[src/rtl/regfile_pkg.sv]
// Shared widths and write-stage FSM encoding for the register file write arbiter.
package regfile_pkg;
  localparam int ADDR_W   = 5;
  localparam int DATA_W   = 32;
  localparam int NUM_REGS = 32;

  typedef enum logic [1:0] {
    IDLE  = 2'd0,
    WRITE = 2'd1,
    HELD  = 2'd2
  } state_t;
endpackage

[src/rtl/decoder5to32.sv]
// Register file write-port decoder: one-hot of sel when enabled, all zero otherwise.
module decoder5to32 (
  input  logic        en,
  input  logic [4:0]  sel,
  output logic [31:0] y
);
  always_comb begin
    y = '0;
    if (en) y[sel] = 1'b1;
  end
endmodule

[src/rtl/regfile_wr_arbiter.sv]
// Round-robin arbiter between ALU and load writeback into a single-entry
// output stage that drives the register file write port.
module regfile_wr_arbiter
  import regfile_pkg::*;
(
  input  logic                clk,
  input  logic                reset,
  input  logic                req0_valid,
  input  logic [ADDR_W-1:0]   req0_addr,
  input  logic [DATA_W-1:0]   req0_data,
  output logic                req0_ready,
  input  logic                req1_valid,
  input  logic [ADDR_W-1:0]   req1_addr,
  input  logic [DATA_W-1:0]   req1_data,
  output logic                req1_ready,
  input  logic                wr_stall,
  output logic                dec_enable,
  output logic [ADDR_W-1:0]   dec_select,
  output logic [DATA_W-1:0]   wr_data,
  output logic [NUM_REGS-1:0] pend_mask,
  output state_t              dbg_state
);
  state_t            state;
  logic [ADDR_W-1:0] stage_addr;
  logic [DATA_W-1:0] stage_data;
  logic              ptr;        // 0: requester 0 wins the next conflict
  logic              accept_ok;
  logic              grant0;
  logic              grant1;
  logic              accept;
  logic [ADDR_W-1:0] acc_addr;
  logic [DATA_W-1:0] acc_data;

  // Handshake: a write transfers on a cycle where valid and ready are both high.
  // ready is combinational from valid, state, wr_stall and ptr; the requester
  // holds valid/addr/data until it sees ready.
  always_comb begin
    accept_ok = !reset && ((state == IDLE) || (state == WRITE && !wr_stall));
    grant0    = accept_ok && req0_valid && (!req1_valid || !ptr);
    grant1    = accept_ok && req1_valid && (!req0_valid ||  ptr);
    accept    = grant0 || grant1;
    acc_addr  = grant1 ? req1_addr : req0_addr;
    acc_data  = grant1 ? req1_data : req0_data;
  end

  assign req0_ready = grant0;
  assign req1_ready = grant1;
  assign dec_enable = (state == WRITE) && !wr_stall;
  assign dec_select = stage_addr;
  assign wr_data    = stage_data;
  assign dbg_state  = state;

  always_ff @(posedge clk or posedge reset) begin
    if (reset) begin
      state      <= IDLE;
      stage_addr <= '0;
      stage_data <= '0;
      ptr        <= 1'b0;
    end else begin
      if (accept) ptr <= grant0;
      case (state)
        IDLE, WRITE: begin
          if (state == WRITE && wr_stall) begin
            state <= HELD;
          end else if (accept && acc_addr != '0) begin
            state      <= WRITE;
            stage_addr <= acc_addr;
            stage_data <= acc_data;
          end else begin
            // Register 0 writes land here too: accepted, then dropped.
            state      <= IDLE;
            stage_addr <= '0;
            stage_data <= '0;
          end
        end
        HELD: begin
          if (!wr_stall) state <= WRITE;
        end
        default: begin
          state      <= IDLE;
          stage_addr <= '0;
          stage_data <= '0;
        end
      endcase
    end
  end

  decoder5to32 u_pend_dec (
    .en  (state != IDLE),
    .sel (stage_addr),
    .y   (pend_mask)
  );
endmodule

[config.mk]
export PLATFORM = sky130hd
export DESIGN_NAME = regfile_wr_arbiter
export DESIGN_NICKNAME = d
export VERILOG_FILES = /design/src/rtl/regfile_pkg.sv /design/src/rtl/decoder5to32.sv /design/src/rtl/regfile_wr_arbiter.sv
export SDC_FILE = /design/constraint.sdc
export NUM_CORES = 1
export LEC_CHECK = 0
export ABC_AREA = 0
export CAP_MARGIN = 20
export CORE_MARGIN = 5
export CORE_UTILIZATION = 39
export DETAILED_ROUTE_END_ITERATION = 10
export PLACE_DENSITY = 0.87
export SLEW_MARGIN = 0
export SYNTH_ARGS = -nofsm -noshare
export SYNTH_HDL_FRONTEND = slang
export SYNTH_HIERARCHICAL = 1
export SYNTH_SLANG_ARGS = --single-unit
[constraint.sdc]
create_clock -name clk -period 3.03 [get_ports clk]
set_input_delay 0.606 -clock clk [delete_from_list [all_inputs] [get_ports clk]]
set_output_delay 0.606 -clock clk [all_outputs]
set_load 0.01 [all_outputs]
==> impl.org <==
** Run status
- The flow ran to the end, and the final reports show no timing, DRC or antenna violations.

** Global route
- After global routing the overflow that remains totals 0.
- Initial antenna violation count :: 0
- The first global-routing pass estimated 11.4 mm of wire.
- Vias in the first global route :: 2298
- GRT Total Usage :: 19.1%
- Entering global routing, the biggest net connects 41 pins.

** Routing
- After the first detailed-routing iteration, the DRC count stood at 71.
- Ratio of routed vias to standard cells :: 4.93
- Post-DRT Antenna Nets :: 0
- Dividing the detail-routed wire length by the instance count gives 15.4 um.
- The final layout contains routed wiring with a total length of 7.14 mm.
- DRT Pass-1 Iters :: 4
- DRC violation count after routing :: 0
- Number of vias in the routed layout :: 2288

** Logic synthesis
- After synthesis, flip-flops and latches occupy 43.7% of the total area.
- In this run, synthesis inferred 0 flip-flops with an integrated enable.
- Synthesis handed over a netlist of 232 instances.
- The number of nets in the synthesized netlist is 311.
- In this run the biggest area consumer among cell types represents 43.7% of the synthesized area.
- Average footprint of a synthesized cell :: 9.88 um2
- Number of distinct library cells after synthesis :: 26
- In the synthesized netlist the async set-or-reset flop fraction comes to 100%.
- Synth top cells by count :: 41 x nand2_1, 40 x dfrtp_1, 37 x mux2i_1, 35 x nor2_1, 31 x o21ai_2
- Yosys warning total :: 6
- The synthesized design spends more area on one cell type than any other, namely dfrtp_1.
- By instance count, the leading cell after synthesis is nand2_1.
- Post-synthesis instance area :: 2290 um2
- Top cells by area, synth :: dfrtp_1 44%, mux2i_1 16%, o21ai_2 12%
- Count of state elements after synthesis :: 40
- Ys flop type :: dfrtp_1

** Power
- Summed over all cells, the static leakage comes to 1.72 nW.
- IR analysis of the VDD net gives a maximum drop of 319 uV.
- Dividing total power by cell area gives a power density of 574 nW/um2.

** Worst setup path
- Category of cells accounting for the largest share of critical-path delay :: buffers and inverters
- Maximum cell stage delay along the critical path :: 0.58 ns
- Worst Path Class, Setup :: in2out
- Data on the critical path arrives at its endpoint at 2.21 ns.
- Along the worst path, the maximum fanout reaches 5.
- The worst setup path is launched from an input port.
- The most numerous cell type found on the critical path is clkdlybuf4s50_1.
- Slowest stage cell, crit path :: clkdlybuf4s50_1
- At the worst endpoint, the required time is 2.42 ns.
- Number of buffer and inverter instances along the worst setup path :: 2
- Critical Path Start :: wr_stall
- Series of cell instances along the critical path :: clkdlybuf4s50_1, a211o_1, nor2_1, clkdlybuf4s50_1
- In this run the critical register-to-register path is launched from dbg_state[0].
- Endpoint kind of the worst setup timing path :: output pin

** Min path
- In this run the most critical hold path is launched from wr_data[6].
- Worst hold path type :: reg2reg

** Clock tree
- Clock slew at the register clock pins of the worst setup and hold paths :: 0.07 ns
- Clock tree from TritonCTS :: yes
- CTS H-tree lvls :: 2
- In this run the clock root is driven by a clkbuf_8.
- The number of gates resized after CTS was 0.
- Counting every sink on the clock net gives 40.
- Number of buffers on the longest clock path :: 2
- Clk Latency, worst-skew pair :: 0.29 ns
- CTS buffer count :: 5
- Post-CTS timing repair inserted 0 buffers for setup.
- Hold-fix buffer count after cts :: 0

** Timing
- The worst pin sits at a relative slew slack of 64.0%.
- Final Hold Viols :: 0
- Post-route worst hold slack :: 0.476 ns
- Endpoints failing setup :: 0
- Min Tclk post-route :: 2.81 ns
- Of the available clock period, the critical path in the final layout requires 92.9%.
- Adding up every negative setup slack in the final design gives 0 ns.
- Max-slew violations :: 0
- Static timing analysis puts the maximum clock frequency at 355 MHz.
- Post-route clock skew :: 0.00729 ns
- Setup repair after global routing left no endpoint under its margin.
- For the pin with the worst max-slew slack, the measured transition is 0.535 ns.

** Floorplanning
- Full die area :: 7510 um2
- I/O Pins :: 153
- Initial Utilization :: 39.4%
- Height of the chip :: 86.7 um
- Die Width :: 86.7 um
- In this run the core area contains 28 standard-cell rows.
- After floorplanning, the core was sized to cover 5820 um2.

** Placed design
- Post-detailed-placement half-perimeter wirelength :: 5.90 mm
- The count of buffers added on input and output ports is 152.
- Global placement routability congestion :: 0.865

** Final layout
- Area added between synthesis and finish :: 75.2%
- Fraction of layout instances using a drive strength above 1 :: 14.1%
- The filler cells instantiated in the layout total 478.
- # diodes :: 0
- Final nets :: 467

** Job
- Max-cap violations :: 0
==> path summary, 6_finish.rpt <==
kind                                to  slack [ns]  cells past startpoint
max in group asynchronous   wr_data[3]        1.85                      3
min in group asynchronous   wr_data[0]        0.83                      3
min                         wr_data[6]        0.48                      2
max reg2reg                wr_data[18]        1.29                      6
max                         req0_ready        0.22                      4
min reg2reg                 wr_data[6]        0.48                      2
==> through the flow <==
stage	cell area [um2]	power (mW)	setup WS (ns)	cells	utilization, %
finish	4020	2.31	0.215	464	69.0
global route	4020	2.45	0.136	464	69.0
CTS	4020	2.34	0.213	464	69.0
detailed placement	3890	1.86	0.238	456	66.9
global placement	3890	1.83	0.294	456	66.9
floorplan	2290	1.33	1.10	232	-
==> sequential cells by signal (all words and copies together) (netlist names) <==
signal      flops
dbg_state       2
ptr             1
dec_select      5
wr_data        32
==> logic make-up (layout without fill, tap and decap cells) <==
family	count (synthesis)	count (layout)	synth area share [%]
buf+inv	15	172	4.91
mux	37	37	16.2
compound gates	45	45	16.3
simple gates	95	95	19.0
flops	40	40	43.7
==> cell usage in the layout (no fill, tap or decap), types with 5 or more instances in the layout <==
master,n
clkdlybuf4s50_1,152
nand2_1,40
dfrtp_1,40
mux2i_1,37
nor2_1,35
o21ai_2,31
o21ai_0,9
buf_4,8
clkbuf_8,7
nand2b_1,5
==> power by group <==
| part | switching (mW) | internal (mW) |
|---|---|---|
| clock | 0.179 | 0.291 |
| combinational | 0.502 | 0.566 |
| sequential | 0.101 | 0.668 |
| total | 0.782 | 1.52 |
==> metal layers <==
metal / global-route usage [%] / part of all wire (%)
met4: 4.39 / 1.4
met5: 0 / 0
met2: 36.4 / 54
met3: 5.32 / 9.1
met1: 20.6 / 35
==> layout make-up <==
class / instances / area [um2] / share of cell area [%]
Clock buffer: 7 / 96.3 / 2.40
Clock inverter: 1 / 30.0 / 0.748
Inverter: 3 / 11.3 / 0.280
Multi-Input combinational cell: 177 / 1180 / 29.4
Sequential cell: 40 / 1000 / 24.9
Tap cell: 75 / 93.8 / 2.34
Timing Repair Buffer: 161 / 1600 / 39.9
==> worst reg2reg max path: cells and delay by family (launching register included) <==
kind | cells | cell delay [ns]
flip-flops | 1 | 0.44
AO/OA/AOI/OAI | 3 | 0.72
AND/OR/NAND/NOR | 1 | 0.12
buffers and inverters | 2 | 0.40
No activity file was read; power rests on OpenSTA's default activity.
